$ cat src/rtl/mem_arb_pkg.sv
// -----------------------------------------------------------------------------
// mem_arb_pkg
// Shared types and default constants for the memory arbiter slice.
//   state_t : arbiter FSM states (IDLE, BUSY, RESP)
//   owner_t : access owner encoding (OWN_CPU=0, OWN_DMA=1)
//   DEF_*   : default values for the arbiter parameters
//   CNT_W   : width of the BUSY-cycle counter (covers TIMEOUT up to 255)
// -----------------------------------------------------------------------------
package mem_arb_pkg;

   localparam int DEF_ADDR_W  = 12;
   localparam int DEF_DATA_W  = 16;
   localparam int DEF_TIMEOUT = 15;
   localparam int CNT_W       = 8;

   typedef enum logic [1:0] {
      IDLE = 2'd0,
      BUSY = 2'd1,
      RESP = 2'd2
   } state_t;

   typedef enum logic {
      OWN_CPU = 1'b0,
      OWN_DMA = 1'b1
   } owner_t;

endpackage

$ cat src/rtl/arb_timeout_cnt.sv
// -----------------------------------------------------------------------------
// arb_timeout_cnt
// Counts BUSY cycles of the arbiter and flags the last allowed one.
// Ports:
//   clk     in  rising-edge clock
//   rst     in  asynchronous active-low reset
//   clear   in  return the count to 0 (held while the arbiter is not BUSY)
//   enable  in  count this cycle (arbiter is BUSY)
//   expired out high in the BUSY cycle whose count equals TIMEOUT-1
// -----------------------------------------------------------------------------
module arb_timeout_cnt
   import mem_arb_pkg::*;
#(
   parameter int TIMEOUT = DEF_TIMEOUT
) (
   input  logic clk,
   input  logic rst,
   input  logic clear,
   input  logic enable,
   output logic expired
);

   localparam logic [CNT_W-1:0] LAST = CNT_W'(TIMEOUT - 1);

   logic [CNT_W-1:0] cnt;

   // Saturate at LAST so the count can never wrap back below it.
   always_ff @(posedge clk or negedge rst) begin
      if (!rst) begin
         cnt <= '0;
      end else if (clear) begin
         cnt <= '0;
      end else if (enable && (cnt != LAST)) begin
         cnt <= cnt + 1'b1;
      end
   end

   assign expired = enable && (cnt == LAST);

endmodule

$ cat src/rtl/mem_arbiter.sv
// -----------------------------------------------------------------------------
// mem_arbiter
// Two-requester (CPU, DMA) single-port memory arbiter with BUSY timeout.
// One access at a time: IDLE grants and latches the request, BUSY drives the
// memory until memReady or timeout, RESP pulses the owner's ack for one cycle.
//
// Handshake: a requester raises xReq with stable command fields and holds it
// until its xAck pulse; the command is captured at the grant edge, so later
// changes on the requester inputs do not affect the access. The memory side
// sees memReq high for the whole access and completes it with memReady.
//
// Ports:
//   clk, rst                       clock, asynchronous active-low reset
//   cpuReq/Write/Addr/Wdata, cpuAck CPU requester
//   dmaReq/Write/Addr/Wdata, dmaAck DMA requester
//   rdata, err                     read data / timeout flag, valid with an ack
//   memReq/Write/Addr/Wdata        memory command
//   memRdata, memReady             memory response
//   busy                           high whenever the FSM is not IDLE
//
// Build option: MEM_ARB_ROUND_ROBIN_EN selects round-robin conflict
// resolution; without it the CPU always wins a conflict.
// -----------------------------------------------------------------------------
module mem_arbiter
   import mem_arb_pkg::*;
#(
   parameter int ADDR_W  = DEF_ADDR_W,
   parameter int DATA_W  = DEF_DATA_W,
   parameter int TIMEOUT = DEF_TIMEOUT
) (
   input  logic              clk,
   input  logic              rst,
   input  logic              cpuReq,
   input  logic              cpuWrite,
   input  logic [ADDR_W-1:0] cpuAddr,
   input  logic [DATA_W-1:0] cpuWdata,
   output logic              cpuAck,
   input  logic              dmaReq,
   input  logic              dmaWrite,
   input  logic [ADDR_W-1:0] dmaAddr,
   input  logic [DATA_W-1:0] dmaWdata,
   output logic              dmaAck,
   output logic [DATA_W-1:0] rdata,
   output logic              err,
   output logic              memReq,
   output logic              memWrite,
   output logic [ADDR_W-1:0] memAddr,
   output logic [DATA_W-1:0] memWdata,
   input  logic [DATA_W-1:0] memRdata,
   input  logic              memReady,
   output logic              busy
);

   state_t            state, state_nxt;
   owner_t            owner;
   owner_t            grant_own;
   logic              lat_write;
   logic [ADDR_W-1:0] lat_addr;
   logic [DATA_W-1:0] lat_wdata;
   logic              expired;

`ifdef MEM_ARB_ROUND_ROBIN_EN
   owner_t            last_grant;
`endif

   // Conflict resolution; a lone request always wins.
   always_comb begin
      grant_own = OWN_CPU;
      if (cpuReq && dmaReq) begin
`ifdef MEM_ARB_ROUND_ROBIN_EN
         grant_own = (last_grant == OWN_CPU) ? OWN_DMA : OWN_CPU;
`else
         grant_own = OWN_CPU;
`endif
      end else if (dmaReq) begin
         grant_own = OWN_DMA;
      end
   end

   arb_timeout_cnt #(
      .TIMEOUT (TIMEOUT)
   ) u_timeout (
      .clk     (clk),
      .rst     (rst),
      .clear   (state != BUSY),
      .enable  (state == BUSY),
      .expired (expired)
   );

   // FSM state register.
   always_ff @(posedge clk or negedge rst) begin
      if (!rst) begin
         state <= IDLE;
      end else begin
         state <= state_nxt;
      end
   end

   // FSM next state and outputs. memReady wins over expiry in the same cycle.
   always_comb begin
      state_nxt = state;
      memReq    = 1'b0;
      memWrite  = 1'b0;
      cpuAck    = 1'b0;
      dmaAck    = 1'b0;
      busy      = 1'b1;
      case (state)
         IDLE: begin
            busy = 1'b0;
            if (cpuReq || dmaReq) begin
               state_nxt = BUSY;
            end
         end
         BUSY: begin
            memReq   = 1'b1;
            memWrite = lat_write;
            if (memReady || expired) begin
               state_nxt = RESP;
            end
         end
         RESP: begin
            cpuAck    = (owner == OWN_CPU);
            dmaAck    = (owner == OWN_DMA);
            state_nxt = IDLE;
         end
         default: begin
            state_nxt = IDLE;
         end
      endcase
   end

   assign memAddr  = lat_addr;
   assign memWdata = lat_wdata;

   // Grant capture and response datapath.
   always_ff @(posedge clk or negedge rst) begin
      if (!rst) begin
         owner      <= OWN_CPU;
         lat_write  <= 1'b0;
         lat_addr   <= '0;
         lat_wdata  <= '0;
         rdata      <= '0;
         err        <= 1'b0;
`ifdef MEM_ARB_ROUND_ROBIN_EN
         last_grant <= OWN_DMA;
`endif
      end else begin
         if ((state == IDLE) && (cpuReq || dmaReq)) begin
            owner     <= grant_own;
            lat_write <= (grant_own == OWN_CPU) ? cpuWrite : dmaWrite;
            lat_addr  <= (grant_own == OWN_CPU) ? cpuAddr  : dmaAddr;
            lat_wdata <= (grant_own == OWN_CPU) ? cpuWdata : dmaWdata;
`ifdef MEM_ARB_ROUND_ROBIN_EN
            last_grant <= grant_own;
`endif
         end
         if (state == BUSY) begin
            if (memReady) begin
               if (!lat_write) begin
                  rdata <= memRdata;
               end
               err <= 1'b0;
            end else if (expired) begin
               err   <= 1'b1;
               rdata <= '0;
            end
         end
      end
   end

endmodule

$ cat config.mk
export PLATFORM = sky130hd
export DESIGN_NAME = mem_arbiter
export DESIGN_NICKNAME = d
export VERILOG_FILES = /design/src/rtl/mem_arb_pkg.sv /design/src/rtl/arb_timeout_cnt.sv /design/src/rtl/mem_arbiter.sv
export SDC_FILE = /design/constraint.sdc
export NUM_CORES = 1
export LEC_CHECK = 0
export CORE_UTILIZATION = 45
export CTS_BUF_LIST = sky130_fd_sc_hd__clkbuf_8 sky130_fd_sc_hd__clkbuf_16
export DETAILED_ROUTE_END_ITERATION = 6
export GPL_TIMING_DRIVEN = 0
export PLACE_DENSITY = 0.84
export SLEW_MARGIN = 20
export SYNTH_ARGS = -nofsm -noshare
export SYNTH_HDL_FRONTEND = slang
export SYNTH_SLANG_ARGS = --single-unit
$ cat constraint.sdc
create_clock -name clk -period 2.9 [get_ports clk]
set_input_delay 0.58 -clock clk [delete_from_list [all_inputs] [get_ports clk]]
set_output_delay 0.58 -clock clk [all_outputs]
set_load 0.01 [all_outputs]
== After elaboration in Yosys (flattened, before gate mapping) ==
Index checks and enable logic that the tools add are counted.

* Input port bits: 79
* Logic and storage cells: 50
* Register bits after elaboration: 57
* Output and inout bits: 50

* Reduce and logical (&&, ||, !) cells: 12
* Bitwise gates (word level): 1
* Mux-type cells: 20
* Eq/ne operators: 8
* Add/sub/neg operators: 1

{| class="wikitable"
|+ Operators by type and width
! kind !! count
|-
| $mux 16 || 4
|-
| $mux 8 || 2
|-
| $mux 12 || 1
|-
| $mux 1 || 10
|-
| $add 8x1->8 const B || 1
|-
| $eq 8x4->1 const B || 1
|-
| $ne 8x4->1 const B || 1
|-
| $ne 2x2->1 const B || 3
|-
| $logic_and 1x1->1 || 4
|-
| $mux 2 || 2
|-
| $pmux 2 s2 || 1
|-
| $reduce_and 2->1 || 2
|-
| $reduce_bool 2->1 || 2
|-
| $reduce_and 3->1 || 1
|-
| $eq 2x1->1 const B || 1
|-
| $eq 2x2->1 const B || 1
|-
| $logic_not 2->1 || 1
|-
| $logic_or 1x1->1 || 2
|-
| $ne 2x1->1 const B || 1
|-
| $not 1->1 || 1
|}

== Depth between registers and ports, before layout ==
* Word-level depth: 5
* Depth in mapped cells: 6
* Mapped depth without buffers: 5

== Hierarchy ==
A second synthesis with hierarchy kept.

* Cell total of the unflattened synthesis: 204
* Area total of the unflattened synthesis: 2685.1 um^2

{| class="wikitable"
|+ Modules (own cells, without submodules)
! module !! cells each !! area each (um^2) !! instances !! sequential area each (um^2)
|-
| mem_arbiter || 155 || 2217.1 || 1 || 1226.2
|-
| arb_timeout_cnt || 49 || 467.9 || 1 || 200.2
|}

== Worst setup path after synthesis ==
No wires, ideal clock.

* Path type: input to register
* Start point: input dmaReq
* End point: register lat_write
* Path buffers: 2
* Stages: 5
* Library setup time: 0.125 ns
* Arrival time: 1.602 ns
* Required time: 2.775 ns
* Setup slack: 1.173 ns
* Cell sequence: nor2b_1 > buf_6 > buf_6 > mux2_2 > mux2_2

* Longest elaborated chain between the ends: 3
* Elaborated cells between the ends (all ways): 6
* Classes of those cells: 3 x mux; 3 x reduce/logical

{| class="wikitable"
|+ Ends and longest elaborated chain
! item !! line !! source
|-
| start, declared || mem_arbiter.sv:38 || <nowiki>input logic dmaReq,</nowiki>
|-
| $mux 1 or $logic_and 1x1->1 (tied branches) || mem_arbiter.sv:75, mem_arbiter.sv:69 ||
|-
| $mux 1 || mem_arbiter.sv:69 || <nowiki>if (cpuReq && dmaReq) begin</nowiki>
|-
| $mux 1 || mem_arbiter.sv:150 || <nowiki>lat_write <= (grant_own == OWN_CPU) ? cpuWrite : dmaWrite;</nowiki>
|-
| end signal, assigned || mem_arbiter.sv:150 ||
|-
| end, declared || mem_arbiter.sv:57 || <nowiki>logic lat_write;</nowiki>
|}

Parallel ways exist; a longest one is shown, timed or not.
A chain may end at the register's enable or synchronous reset.

== Worst setup path in the final report ==
* Start point: register state[1]
* End point: output memWrite

* Longest elaborated chain between the ends: 2

{| class="wikitable"
|+ Ends and longest elaborated chain
! item !! line !! source
|-
| start, declared || mem_arbiter.sv:54 || <nowiki>state_t state, state_nxt;</nowiki>
|-
| start signal, assigned || mem_arbiter.sv:95 || <nowiki>state <= state_nxt;</nowiki>
|-
| $eq 2x1->1 || mem_arbiter.sv:107 || <nowiki>case (state)</nowiki>
|-
| $mux 1 || mem_arbiter.sv:107 ||
|-
| end, declared || mem_arbiter.sv:46 || <nowiki>output logic memWrite,</nowiki>
|}

Every way passes these cells.

==> impl_results.md <==
* First-pass GRT wire length at 11700 um
* Combinational power share at 47.1%
* Syn. warnings at 0
* DRC at 0
* Number of CTS-inserted buffers at 9
* Maximum vdd ir drop at 0.000629 V
* CTS Buffer Depth at 2
* IO Pins at 129
* #FFs+latches synth at 57
* Die width at 82.2 um
* Hold Crit Class: input port to asynchronous set/reset pin
* Hold slack at 0.285 ns
* Pre-antenna DRT Iters at 4
* GRT overflow at 0
* Max Slew Vio Count at 0
* Cell Area, Placed at 4260 um^2
* CTS tree: built
* Sw Share at 31.4%
* Final Power at 4.02 mW
* # port buffers at 127
* Async set-reset flop share out of synthesis at 100%
* Final Cell Area at 4460 um^2
* Clock Sink Count at 57
* Reg power frac at 34.0%
* Antenna violations before repair at 0
* Worst endpoint data arrival time at 2.10 ns
* Crit Path Class: register to primary output
* Post-synthesis sequential area ratio at 49.3%
* DPL Wire Length at 5340 um
* Pwr dens at 901 nW/um^2
* Min Clock Period, post-route at 2.68 ns
* Post-synth EDFFs at 0
* Maxcap violations at 0
* Critical path required time at 2.32 ns
* Chip height at 82.2 um
* Hold Vio Cnt, Final at 0
* Remaining antenna violation count at 0
* Fin util at 73.7%
* Status: complete, no violations
* Number of distinct library cells after synthesis at 40
* Startpoint types: register
* Die area at 6760 um^2
* RSZ-0062 raised after global routing: no
* # rows at 28
* P_sw at 1.26 mW
* Mapped Area at 2890 um^2
* Wire length per cell at 15.9 um
* Leakage at 1.89 nW
* Fin nets at 449
* Synth Area per Inst at 12.6 um^2
* Number of global-route vias before repair at 2485
* Final Cycle Share at 92.3%
* PostCTS Resize Cnt at 0
* Core area at 6060 um^2
* # diodes at 0
* Total length of routed wires at 7110 um
* FMAX at 0.374 GHz
* Top_reg_cell synth: dfrtp_1
* Crit path max fanout at 10
* Root buffer cell: clkbuf_8
* Initial DRC count at 147
* Initial Util at 47.7%
* Largest net degree at the start of global routing at 58
* Share of layout cells above drive strength 1 at 26.3%
* Via density per instance at 5.38
* Worst Setup End Kind: primary output
* Post-Syn Nets at 311
* Clk_skew at 0.00634 ns
* Post-CTS Setup Bufs at 0
* Layout area overhead at 54.3%
* Hold_buf cts at 0
* Final setup vio count at 0
* Skew-Pair Late Insertion Delay at 0.33 ns
* Mapped Cells at 230
* Worst-path clk slew at 0.06 ns
* GP Congestion at 0.827
* Tightest Pin Transition at 0.709 ns
* Setup TNS at 0 ns
* Htree depth at 3
* Vias at 2408
* Slew HR at 52.7%
* Int Power at 2.76 mW
* Clock Power Share at 18.9%
* GRT Overall Usage at 23.4%
[cells in the final DEF (no fill, tap or decap), types with 3 or more instances in the layout]
master	synthesis	final
clkbuf_8	0	12
inv_1	4	6
a211o_1	8	8
clkdlybuf4s50_1	0	126
mux2_2	58	58
and3_1	16	16
clkbuf_1	3	3
dfrtp_1	57	57
a211o_2	8	8
a21oi_1	8	8
buf_6	3	3
nand2_1	6	6
buf_2	8	8
a21boi_0	15	15
o21ai_0	3	3
[layout make-up]
type                            instances  area, um^2
Multi-Input combinational cell        154        1360
Timing Repair Buffer                  127        1270
Tap cell                               75        93.8
Buffer                                 14        85.1
Inverter                                5        18.8
Sequential cell                        57        1430
Clock buffer                           12         165
Fill cell                             442        1600
Clock inverter                          4        42.5
[per-stage QoR]
| stage | setup WS, ns | std cells |
|---|---|---|
| final | 0.225 | 448 |
| after global routing | 0.0907 | 448 |
| after CTS | 0.209 | 448 |
| after detailed placement | 0.517 | 432 |
| after global placement | -0.549 | 432 |
| after floorplan | 1.17 | 230 |
[power by group through the flow]
stage,Clock (mW),Sequential (mW),Combinational [mW]
finish,0.759,1.37,1.89
global route,0.811,1.42,2.04
CTS,0.772,1.37,1.92
detailed placement,0,1.38,1.91
global placement,0,1.35,1.88
floorplan,0,1.49,0.804
[state kept, by name, indices dropped and copies added, names as in the netlist]
signal	count
owner	1
memAddr	12
memWdata	16
u_timeout.cnt	8
lat_write	1
rdata	16
state	2
err	1
[logic make-up after synthesis]
family          count (synthesis)  synth area share, %
compound gates                 51                 13.7
xor+xnor                        1                0.303
fa+ha+maj                       2                0.865
buf+inv                        19                 3.59
flops                          57                 49.3
mux                            59                 22.9
simple gates                   41                 9.30
[layer usage]
layer	part of all wire, %	up-vias	GRT usage [%]	routed length, um
met3	6.0	22	6.37	427
li1	-	1130	-	-
met5	0	-	0	0
met1	39	1161	26.5	2800
met2	51	95	40.1	3650
met4	3.2	0	12.5	231
[cells in the mapped netlist, types with 2 or more instances]
master,number,area (um^2)
or3_1,2,12.5
o21ai_0,3,15.0
ha_1,2,25.0
buf_6,3,33.8
buf_2,8,40.0
a211o_2,8,80.1
inv_1,4,15.0
nor2_1,2,7.51
nand4_1,2,12.5
and3b_1,2,17.5
clkbuf_1,3,11.3
a21oi_1,8,40.0
mux2_2,58,653
dfrtp_1,57,1430
a21boi_0,15,113
o41ai_1,2,17.5
a211o_1,8,70.1
nand2_1,6,22.5
and3_1,16,100
[worst paths after layout]
kind / cells past startpoint / endpoint / slack [ns] / from
min reg2reg: 1 / memWdata[13] / 0.50 / memWdata[13]
min: 1 / memWdata[1] / 0.28 / rst
max: 6 / memWrite / 0.22 / state[1]
max reg2reg: 6 / rdata[11] / 1.06 / u_timeout.cnt[0]
max in group asynchronous: 1 / memWdata[13] / 2.13 / rst
min in group clk: 1 / memWdata[13] / 0.50 / memWdata[13]
[critical path, cell delays in order (launching register included)]
cell,delay [ns]
dfrtp_1,0.42
nand2b_1,0.15
buf_2,0.17
inv_2,0.11
buf_2,0.21
and2_1,0.14
clkdlybuf4s50_1,0.55
Note: power is estimated with default switching activity, not from simulation.
